## config.mk

```make
export PLATFORM = sky130hd
export DESIGN_NAME = quadrature_encoder_frontend
export DESIGN_NICKNAME = d
export VERILOG_FILES = /design/src/rtl/quadrature_encoder_frontend.sv
export SDC_FILE = /design/constraint.sdc
export NUM_CORES = 1
export LEC_CHECK = 0
export CAP_MARGIN = 10
export CELL_PAD_IN_SITES_DETAIL_PLACEMENT = 1
export CELL_PAD_IN_SITES_GLOBAL_PLACEMENT = 1
export CORE_MARGIN = 2
export CORE_UTILIZATION = 45
export DETAILED_ROUTE_END_ITERATION = 7
export PLACE_DENSITY_LB_ADDON = 0.25
export SLEW_MARGIN = 40
export SYNTH_ARGS = -nofsm -noshare
export SYNTH_HDL_FRONTEND = slang
export SYNTH_SLANG_ARGS = --single-unit
```

## constraint.sdc

```tcl
create_clock -name clk -period 7 [get_ports clk]
set_clock_uncertainty 0.2 [all_clocks]
set_input_delay 1.05 -clock clk [delete_from_list [all_inputs] [get_ports clk]]
set_output_delay 1.05 -clock clk [all_outputs]
set_load 0.005 [all_outputs]
```

## src/rtl/quadrature_encoder_frontend.sv

```systemverilog
// Synchronizes and deglitches encoder A/B, decodes quadrature steps into a signed count, direction, strobe and error stats.
// Latency: pin edge to count/strobe is SYNC_STAGES+FILTER_CYCLES+1 clocks; free-running, no backpressure.
module quadrature_encoder_frontend #(
    parameter int SYNC_STAGES   = 2,
    parameter int FILTER_CYCLES = 4,
    parameter int COUNT_WIDTH   = 32
) (
    input  logic                   clk,
    input  logic                   reset,
    input  logic                   encoder_a,
    input  logic                   encoder_b,
    input  logic                   clear_count,
    input  logic                   clear_errors,
    output logic [COUNT_WIDTH-1:0] encoder_count,
    output logic                   state_change,
    output logic                   count_dir,
    output logic                   quad_error,
    output logic [7:0]             error_count,
    output logic                   primed
);

    localparam int PRIME_CLKS = SYNC_STAGES + FILTER_CYCLES;
    localparam int FCW        = $clog2(FILTER_CYCLES + 1);
    localparam int PCW        = $clog2(PRIME_CLKS + 1);

    typedef enum logic {
        PRIME = 1'b0,
        RUN   = 1'b1
    } state_t;

    state_t state_q, state_d;

    // Channel index 1 is A, 0 is B, so {x[1],x[0]} reads as {A,B}.
    logic [1:0]             raw_ab;
    logic [SYNC_STAGES-1:0] sync_ch [2];
    logic [1:0]             s_ab;
    logic [1:0]             f_ab;
    logic [1:0]             p_ab;
    logic [FCW-1:0]         flt_cnt [2];
    logic [PCW-1:0]         prime_cnt;
    logic                   prime_done;
    logic [1:0]             pos_cur;
    logic [1:0]             pos_prv;
    logic [1:0]             step;
    logic                   step_fwd;
    logic                   step_rev;
    logic                   step_ill;

    assign raw_ab = {encoder_a, encoder_b};

    always_ff @(posedge clk) begin
        for (int i = 0; i < 2; i++) begin
            if (reset) begin
                sync_ch[i] <= '0;
            end else begin
                sync_ch[i] <= {sync_ch[i][SYNC_STAGES-2:0], raw_ab[i]};
            end
        end
    end

    always_comb begin
        s_ab = '0;
        for (int i = 0; i < 2; i++) begin
            s_ab[i] = sync_ch[i][SYNC_STAGES-1];
        end
    end

    // While priming, track the pins directly so the first RUN compare starts from the settled level.
    always_ff @(posedge clk) begin
        for (int i = 0; i < 2; i++) begin
            if (reset) begin
                f_ab[i]    <= 1'b0;
                flt_cnt[i] <= '0;
            end else if (state_q == PRIME) begin
                f_ab[i]    <= s_ab[i];
                flt_cnt[i] <= '0;
            end else if (s_ab[i] == f_ab[i]) begin
                flt_cnt[i] <= '0;
            end else if (flt_cnt[i] == FCW'(FILTER_CYCLES - 1)) begin
                f_ab[i]    <= s_ab[i];
                flt_cnt[i] <= '0;
            end else begin
                flt_cnt[i] <= flt_cnt[i] + FCW'(1);
            end
        end
    end

    always_ff @(posedge clk) begin
        if (reset) begin
            state_q   <= PRIME;
            prime_cnt <= '0;
            p_ab      <= '0;
        end else begin
            state_q <= state_d;
            if (state_q == PRIME) begin
                prime_cnt <= prime_cnt + PCW'(1);
            end
            if (prime_done || state_q == RUN) begin
                p_ab <= f_ab;
            end
        end
    end

    always_comb begin
        state_d    = state_q;
        prime_done = 1'b0;
        case (state_q)
            PRIME: begin
                if (prime_cnt == PCW'(PRIME_CLKS - 1)) begin
                    state_d    = RUN;
                    prime_done = 1'b1;
                end
            end
            RUN:     state_d = RUN;
            default: state_d = PRIME;
        endcase
    end

    // Gray-to-binary position: the forward sequence 00,10,11,01 maps to 0,1,2,3.
    always_comb begin
        pos_cur  = {f_ab[0], f_ab[1] ^ f_ab[0]};
        pos_prv  = {p_ab[0], p_ab[1] ^ p_ab[0]};
        step     = pos_cur - pos_prv;
        step_fwd = (state_q == RUN) && (step == 2'd1);
        step_rev = (state_q == RUN) && (step == 2'd3);
        step_ill = (state_q == RUN) && (step == 2'd2);
    end

    always_ff @(posedge clk) begin
        if (reset) begin
            encoder_count <= '0;
            state_change  <= 1'b0;
            count_dir     <= 1'b0;
            quad_error    <= 1'b0;
            error_count   <= '0;
        end else begin
            state_change <= step_fwd | step_rev;
            if (step_fwd) begin
                encoder_count <= encoder_count + COUNT_WIDTH'(1);
                count_dir     <= 1'b1;
            end else if (step_rev) begin
                encoder_count <= encoder_count - COUNT_WIDTH'(1);
                count_dir     <= 1'b0;
            end
            if (clear_count) begin
                encoder_count <= '0;
            end
            // A new error in the clearing cycle survives the clear.
            if (step_ill) begin
                quad_error <= 1'b1;
                if (clear_errors) begin
                    error_count <= 8'd1;
                end else if (error_count != 8'hFF) begin
                    error_count <= error_count + 8'd1;
                end
            end else if (clear_errors) begin
                quad_error  <= 1'b0;
                error_count <= '0;
            end
        end
    end

    assign primed = (state_q == RUN);

endmodule

```

# Word-level counts from Yosys, hierarchy flattened
# Memories as Yosys holds them, arrays and structs flattened.
# Index checks and enable logic that the tools add are counted.
dict set report totals {
  ff_bits 51
  latch_bits 0
  ram_bits 10
  rom_bits 0
  input_bits 6
  out_inout_bits 44
  word_cells 120
  n_memories 2
}
# name words word_bits rd rd_clocked_by_memory_dff wr line_no
set memory_table {}
lappend memory_table {flt_cnt 2 3 2 0 2 39} ;# logic [FCW-1:0] flt_cnt [2];
lappend memory_table {sync_ch 2 2 2 0 2 35} ;# logic [SYNC_STAGES-1:0] sync_ch [2];
dict set report classes {
  addsub 7
  multipliers 0
  n_div 0
  magnitude_cmp 0
  n_eq_ne 13
  shifts 0
  n_mux 63
  n_bitwise 14
  reduce_logical 11
}
# op n
set ops {}
lappend ops {{32-bit two-way mux} 2}
lappend ops {{1-bit two-way mux} 46}
lappend ops {{32-bit by 1-bit adder with 32-bit output (second input constant)} 1}
lappend ops {{8-bit two-way mux} 4}
lappend ops {{32-bit by 1-bit subtractor with 32-bit output (second input constant)} 1}
lappend ops {{3-bit two-way mux} 8}
lappend ops {{1-bit bitwise OR} 11}
lappend ops {{3-bit by 1-bit adder with 3-bit output (second input constant)} 3}
lappend ops {{8-bit by 1-bit adder with 8-bit output (second input constant)} 1}
lappend ops {{8-bit != test (second input constant)} 1}
lappend ops {{3-bit by 2-bit equality test with 1-bit output (second input constant)} 2}
lappend ops {{2-bit AND reduction} 3}
lappend ops {{2-bit nonzero test} 3}
lappend ops {{2-bit equality test (second input constant)} 2}
lappend ops {{2-bit two-way mux} 2}
lappend ops {{2-bit by 1-bit != test with 1-bit output (second input constant)} 2}
lappend ops {{2-bit != test (second input constant)} 2}
lappend ops {{3-bit equality test (second input constant)} 1}
lappend ops {{1-bit logical AND} 3}
lappend ops {{1-bit equality test} 2}
lappend ops {{2-bit by 1-bit equality test with 1-bit output (second input constant)} 1}
lappend ops {{1-bit case mux with 2 select lines} 1}
lappend ops {{2-bit OR reduction} 1}
lappend ops {{2-bit subtractor} 1}
lappend ops {{3 further kinds} 4}

# Depth between registers and ports, before layout
dict set report depth {
  word_depth 8
  ltp_mapped 17
  ltp_nobuf 15
}

# Worst setup path before layout
# No wires, ideal clock.
dict set report synth_path {
  path_type {register -> register}
  from {reg f_ab[0]}
  to {reg encoder_count[20]}
  setup_ps 120
  arrival_time_ps 3962
  t_required_ps 6680
  slack_ps 2719
  path_stages_with_launch 16
  n_path_buf 1
  synth_period_minus_slack_ps 4281
  path_cell_list {dfxtp_1 -> clkbuf_1 -> xnor2_1 -> ha_1 -> nand2b_1 -> nor2_1 -> inv_1 -> ha_1 -> a21oi_2 -> and2b_1 -> a311o_2 -> a211oi_2 -> o21ai_2 -> a21oi_2 -> nor3_1 -> a211o_1}
}
dict set report synth_between {
  elab_chain_cells 5
}
# element line_no
set synth_lines {}
lappend synth_lines {{start, declared} 37} ;# logic [1:0] f_ab;
lappend synth_lines {{start signal, assigned by index} 75} ;# f_ab[i] <= s_ab[i];
lappend synth_lines {{start signal, assigned by index} 80} ;# f_ab[i] <= s_ab[i];
lappend synth_lines {{1-bit bitwise XOR} 121} ;# pos_cur = {f_ab[0], f_ab[1] ^ f_ab[0]};
lappend synth_lines {{2-bit subtractor *} 123} ;# step = pos_cur - pos_prv;
lappend synth_lines {{2-bit by 1-bit equality test with 1-bit output *} 124} ;# step_fwd = (state_q == RUN) && (step == 2'd1);
lappend synth_lines {{1-bit logical AND *} 124}
lappend synth_lines {{named net step_fwd} 45} ;# logic step_fwd;
lappend synth_lines {{32-bit two-way mux or 2-bit nonzero test (tied branches)} --}
lappend synth_lines {{end signal, assigned} 139} ;# encoder_count <= encoder_count + COUNT_WIDTH'(1);
lappend synth_lines {{end signal, assigned} 142} ;# encoder_count <= encoder_count - COUNT_WIDTH'(1);
lappend synth_lines {{end, declared} 14} ;# output logic [COUNT_WIDTH-1:0] encoder_count,
# The timed path passes the listed nets; every way through them passes the cells marked *.
# A chain may end at the register's enable or synchronous reset.

# Worst setup path in the final report
# Same ends and word-level chain as after synthesis.

==> impl_metrics.ini <==
[run_status]
status = finished clean

[pwr]
finalPower_uw = 737
power.leakage_nw = 2.07
combPwrFrac_pct = 6.2
power_per_cell_area_mw_per_mm2 = 153
power_switching_uw = 192
sw_frac_of_total_pct = 26.1
cellInternalPower_uw = 545
peakVddDrop_v = 0.000114
power.clock.fraction_pct = 44.7
seqPwrFrac_pct = 49.1

[worst_setup_path]
endpoint_kind = flop
path_cells = xnor2_1, ha_1, nand2b_2, nor2_1, inv_1, buf_4, ha_1, a21oi_2, and2b_1, a311o_2, a211oi_2, o21ai_2, a21oi_2, nor3_1, a211o_1
worstReg2RegStart = f_ab[0]
r2r_cells = 15
kind_of_start_point_of_the_critical_path = flop
stage_delay_of_the_slowest_cell_on_the_critical_path_ps = 480
cpMaxStageDelayCell = sky130_fd_sc_hd__nor2_1
worst_ep_arrival_time_ps = 5020
critical_path.n_buffers_inverters = 2
cp_data_required_time_ps = 7040
minimum_setup_slack_among_reg_to_reg_paths_ps = 2020
crit_fanout = 24
startpoint_of_the_worst_setup_timing_path = f_ab[0]
setup_cp_type = flop to flop
crit_family = compound AO/OA/AOI/OAI gates
r2r_end = encoder_count[20]

[clock_tree]
cts_buffer_count = 9
cts_htree_levels = 3
hold_buffers = 0
clock_insertion_delay_worst_skew_ps = 350
cts.path.max_buffers = 2
cts-root-buf = sky130_fd_sc_hd__clkbuf_8
postCtsSetupRepairBufs = 0
clk_slew_on_worst_s_h_paths_ps = 80
cts_tree = yes
clock_sink_count = 61
cts_repair_resize_count = 0

[synth]
synth.distinct_cells = 58
synth_common_cells = sky130_fd_sc_hd__nand2_1 (59), sky130_fd_sc_hd__dfxtp_1 (55), sky130_fd_sc_hd__a21oi_1 (53), sky130_fd_sc_hd__nor2_1 (48), sky130_fd_sc_hd__ha_1 (41)
synthDominantAreaCellType = sky130_fd_sc_hd__dfxtp_1
postSynth.asyncResetShare_pct = 0
seq_area_frac_synth_pct = 31.7
synth_area_leaders = sky130_fd_sc_hd__dfxtp_1 (27%), sky130_fd_sc_hd__ha_1 (13%), sky130_fd_sc_hd__a21oi_1 (6.6%), sky130_fd_sc_hd__nand2_1 (5.5%), sky130_fd_sc_hd__edfxtp_1 (4.5%)
predominant_post_synthesis_flop_cell = sky130_fd_sc_hd__dfxtp_1
post_synth.cell_area_avg_um2 = 8.16
synth-warning-count = 0
most_used_standard_cell_by_instance_count_after_synthesis = sky130_fd_sc_hd__nand2_1
post_synth_instance_area_mm2 = 0.00404
synthCells = 495
yosys.area.top_type_share_pct = 27.2
yosys_register_bits = 61
synth_edf_count = 6

[drt]
routed_length_on_met1_mm = 4.97
dr_total_vias = 3732
wl_mm = 10.7
detail_route.vias_per_cell = 5.71
ant_nets = 0
routed-wl-met2_mm = 5.14
met3RoutedLength_um = 405
dr.pass1.iters = 4
drc = 0
route.top_layer_used = met4
wl_per_cell_um = 16.4
first_iter_violations = 110

[sta]
grt_setup_unrepaired = no
post-route-min-period_ps = 4980
post-route-worst-setup-slack_ps = 2020
final-setup-viol-count = 0
min_period_over_period_pct = 71.1
totalNegativeSetupSlack_ps = 0
slew_headroom_pct = 47.1
final-hold-violation-count = 0
maxSlewViolCount = 0
max_freq_mhz = 201
worstMarginPinSlew_ps = 792

[hold_path]
min-delay-start = sync_ch[1][0]
whs_path_depth = 1
hold_path_end = sync_ch[1][1]
worstHoldPathType = flop to flop

[cells_and_area]
drive_above_1_share_pct = 7.88
antenna_cells = 0
finish.utilization_pct = 55.2
areaGrowthSynthToFinish_pct = 19.1
nNetsFinal = 589
stdcell_count = 654

[placed_design]
hpwl_mm = 7.91
gp_routability_congestion = 0.922
pre_cts_ws_ps = 2000
place.port_buffers = 49
dpl.cell_count = 638

[floorplanning]
chipHeight_um = 98.8
fp.dieArea_mm2 = 0.00975
core_area_mm2 = 0.00872
ioPinCount = 50
initial_core_util_pct = 46.3
site_rows = 34
die_width_um = 98.8

[global_routing]
gr-total-overflow = 0
first_pass_grt_wire_length_mm = 18.0
groute.usage.overall_pct = 22.6
number_of_global_route_vias_before_repair = 3736
grt_antenna_before_repair = 0
grt_start_max_net_pins = 25

[job]
cap_violations = 0
-- cell type report --
| class | instances | area [um^2] |
|---|---|---|
| Multi-Input combinational cell | 404 | 2640 |
| Timing Repair Buffer | 51 | 505 |
| Tap cell | 108 | 135 |
| Fill cell | 1064 | 3910 |
| Sequential cell | 61 | 1280 |
| Clock buffer | 10 | 128 |
| Clock inverter | 6 | 72.6 |
| Inverter | 14 | 52.6 |
-- per-stage QoR --
step	area (um^2)	hold WS [ps]
5_1_grt	4810	257
2_1_floorplan	4060	214
4_1_cts	4810	249
3_3_place_gp	4610	218
3_5_place_dp	4610	227
6_report	4810	244
-- worst reg2reg max path, stage by stage (launching register included) --
cell	delay (ps)
sky130_fd_sc_hd__dfxtp_1	440
sky130_fd_sc_hd__xnor2_1	120
sky130_fd_sc_hd__ha_1	330
sky130_fd_sc_hd__nand2b_2	430
sky130_fd_sc_hd__nor2_1	480
sky130_fd_sc_hd__inv_1	340
sky130_fd_sc_hd__buf_4	320
sky130_fd_sc_hd__ha_1	390
sky130_fd_sc_hd__a21oi_2	220
sky130_fd_sc_hd__and2b_1	200
sky130_fd_sc_hd__a311o_2	400
sky130_fd_sc_hd__a211oi_2	420
sky130_fd_sc_hd__o21ai_2	90
sky130_fd_sc_hd__a21oi_2	150
sky130_fd_sc_hd__nor3_1	50
sky130_fd_sc_hd__a211o_1	270
-- cells by family after synthesis --
family	Yosys count	share of synthesized area, %
multiplexers	5	1.24
AND/OR/NAND/NOR	176	20.6
buffers and inverters	35	3.62
flip-flops	61	31.7
XOR/XNOR	32	6.94
AO/OA/AOI/OAI	143	22.6
other	1	0.0928
adder cells (fa/ha/maj)	42	13.2
-- power groups by stage --
stage	Clock, mW	Combinational [mW]	Sequential, mW
3_3_place_gp	0	0.0429	0.369
5_1_grt	0.350	0.0509	0.363
2_1_floorplan	0	0.0339	0.368
4_1_cts	0.338	0.0456	0.362
3_5_place_dp	0	0.0451	0.370
6_report	0.330	0.0454	0.362
-- sequential cells by signal (all words and copies together) (netlist names), 2 cells and up --
name           count
encoder_count     32
error_count        8
f_ab               2
flt_cnt            6
p_ab               2
prime_cnt          3
sync_ch            4
-- worst max-delay path by stage --
stage | end | cells past startpoint
final | encoder_count[20] | 15
after global routing | encoder_count[29] | 15
after CTS | encoder_count[20] | 15
after detailed placement | encoder_count[20] | 15
after global placement | encoder_count[20] | 15
after floorplan | encoder_count[20] | 15
-- metal layers --
| layer | global-route usage (%) | up-vias |
|---|---|---|
| li1 | - | 1848 |
| met1 | 29.9 | 1795 |
| met2 | 36.7 | 70 |
| met3 | 4.04 | 19 |
| met4 | 8.85 | 0 |
| met5 | 0 | - |
-- cells in the final DEF (no fill, tap or decap), types with 6 or more instances in the layout --
cell / Yosys / final
sky130_fd_sc_hd__xor2_1: 15 / 15
sky130_fd_sc_hd__conb_1: 1 / 6
sky130_fd_sc_hd__ha_1: 41 / 41
sky130_fd_sc_hd__nand2_1: 59 / 59
sky130_fd_sc_hd__o21ai_1: 7 / 7
sky130_fd_sc_hd__clkbuf_8: 0 / 9
sky130_fd_sc_hd__edfxtp_1: 6 / 6
sky130_fd_sc_hd__clkdlybuf4s50_1: 0 / 49
sky130_fd_sc_hd__inv_1: 14 / 14
sky130_fd_sc_hd__nand3_1: 13 / 13
sky130_fd_sc_hd__a21oi_1: 53 / 53
sky130_fd_sc_hd__nand4_1: 8 / 8
sky130_fd_sc_hd__xnor2_1: 17 / 17
sky130_fd_sc_hd__nand2b_1: 7 / 6
sky130_fd_sc_hd__nor2_1: 48 / 47
sky130_fd_sc_hd__o21bai_1: 7 / 7
sky130_fd_sc_hd__dfxtp_1: 55 / 55
sky130_fd_sc_hd__o21ai_0: 23 / 23
sky130_fd_sc_hd__nor2b_1: 9 / 9
sky130_fd_sc_hd__a21o_1: 13 / 13
No activity file was read; power rests on OpenSTA's default activity.
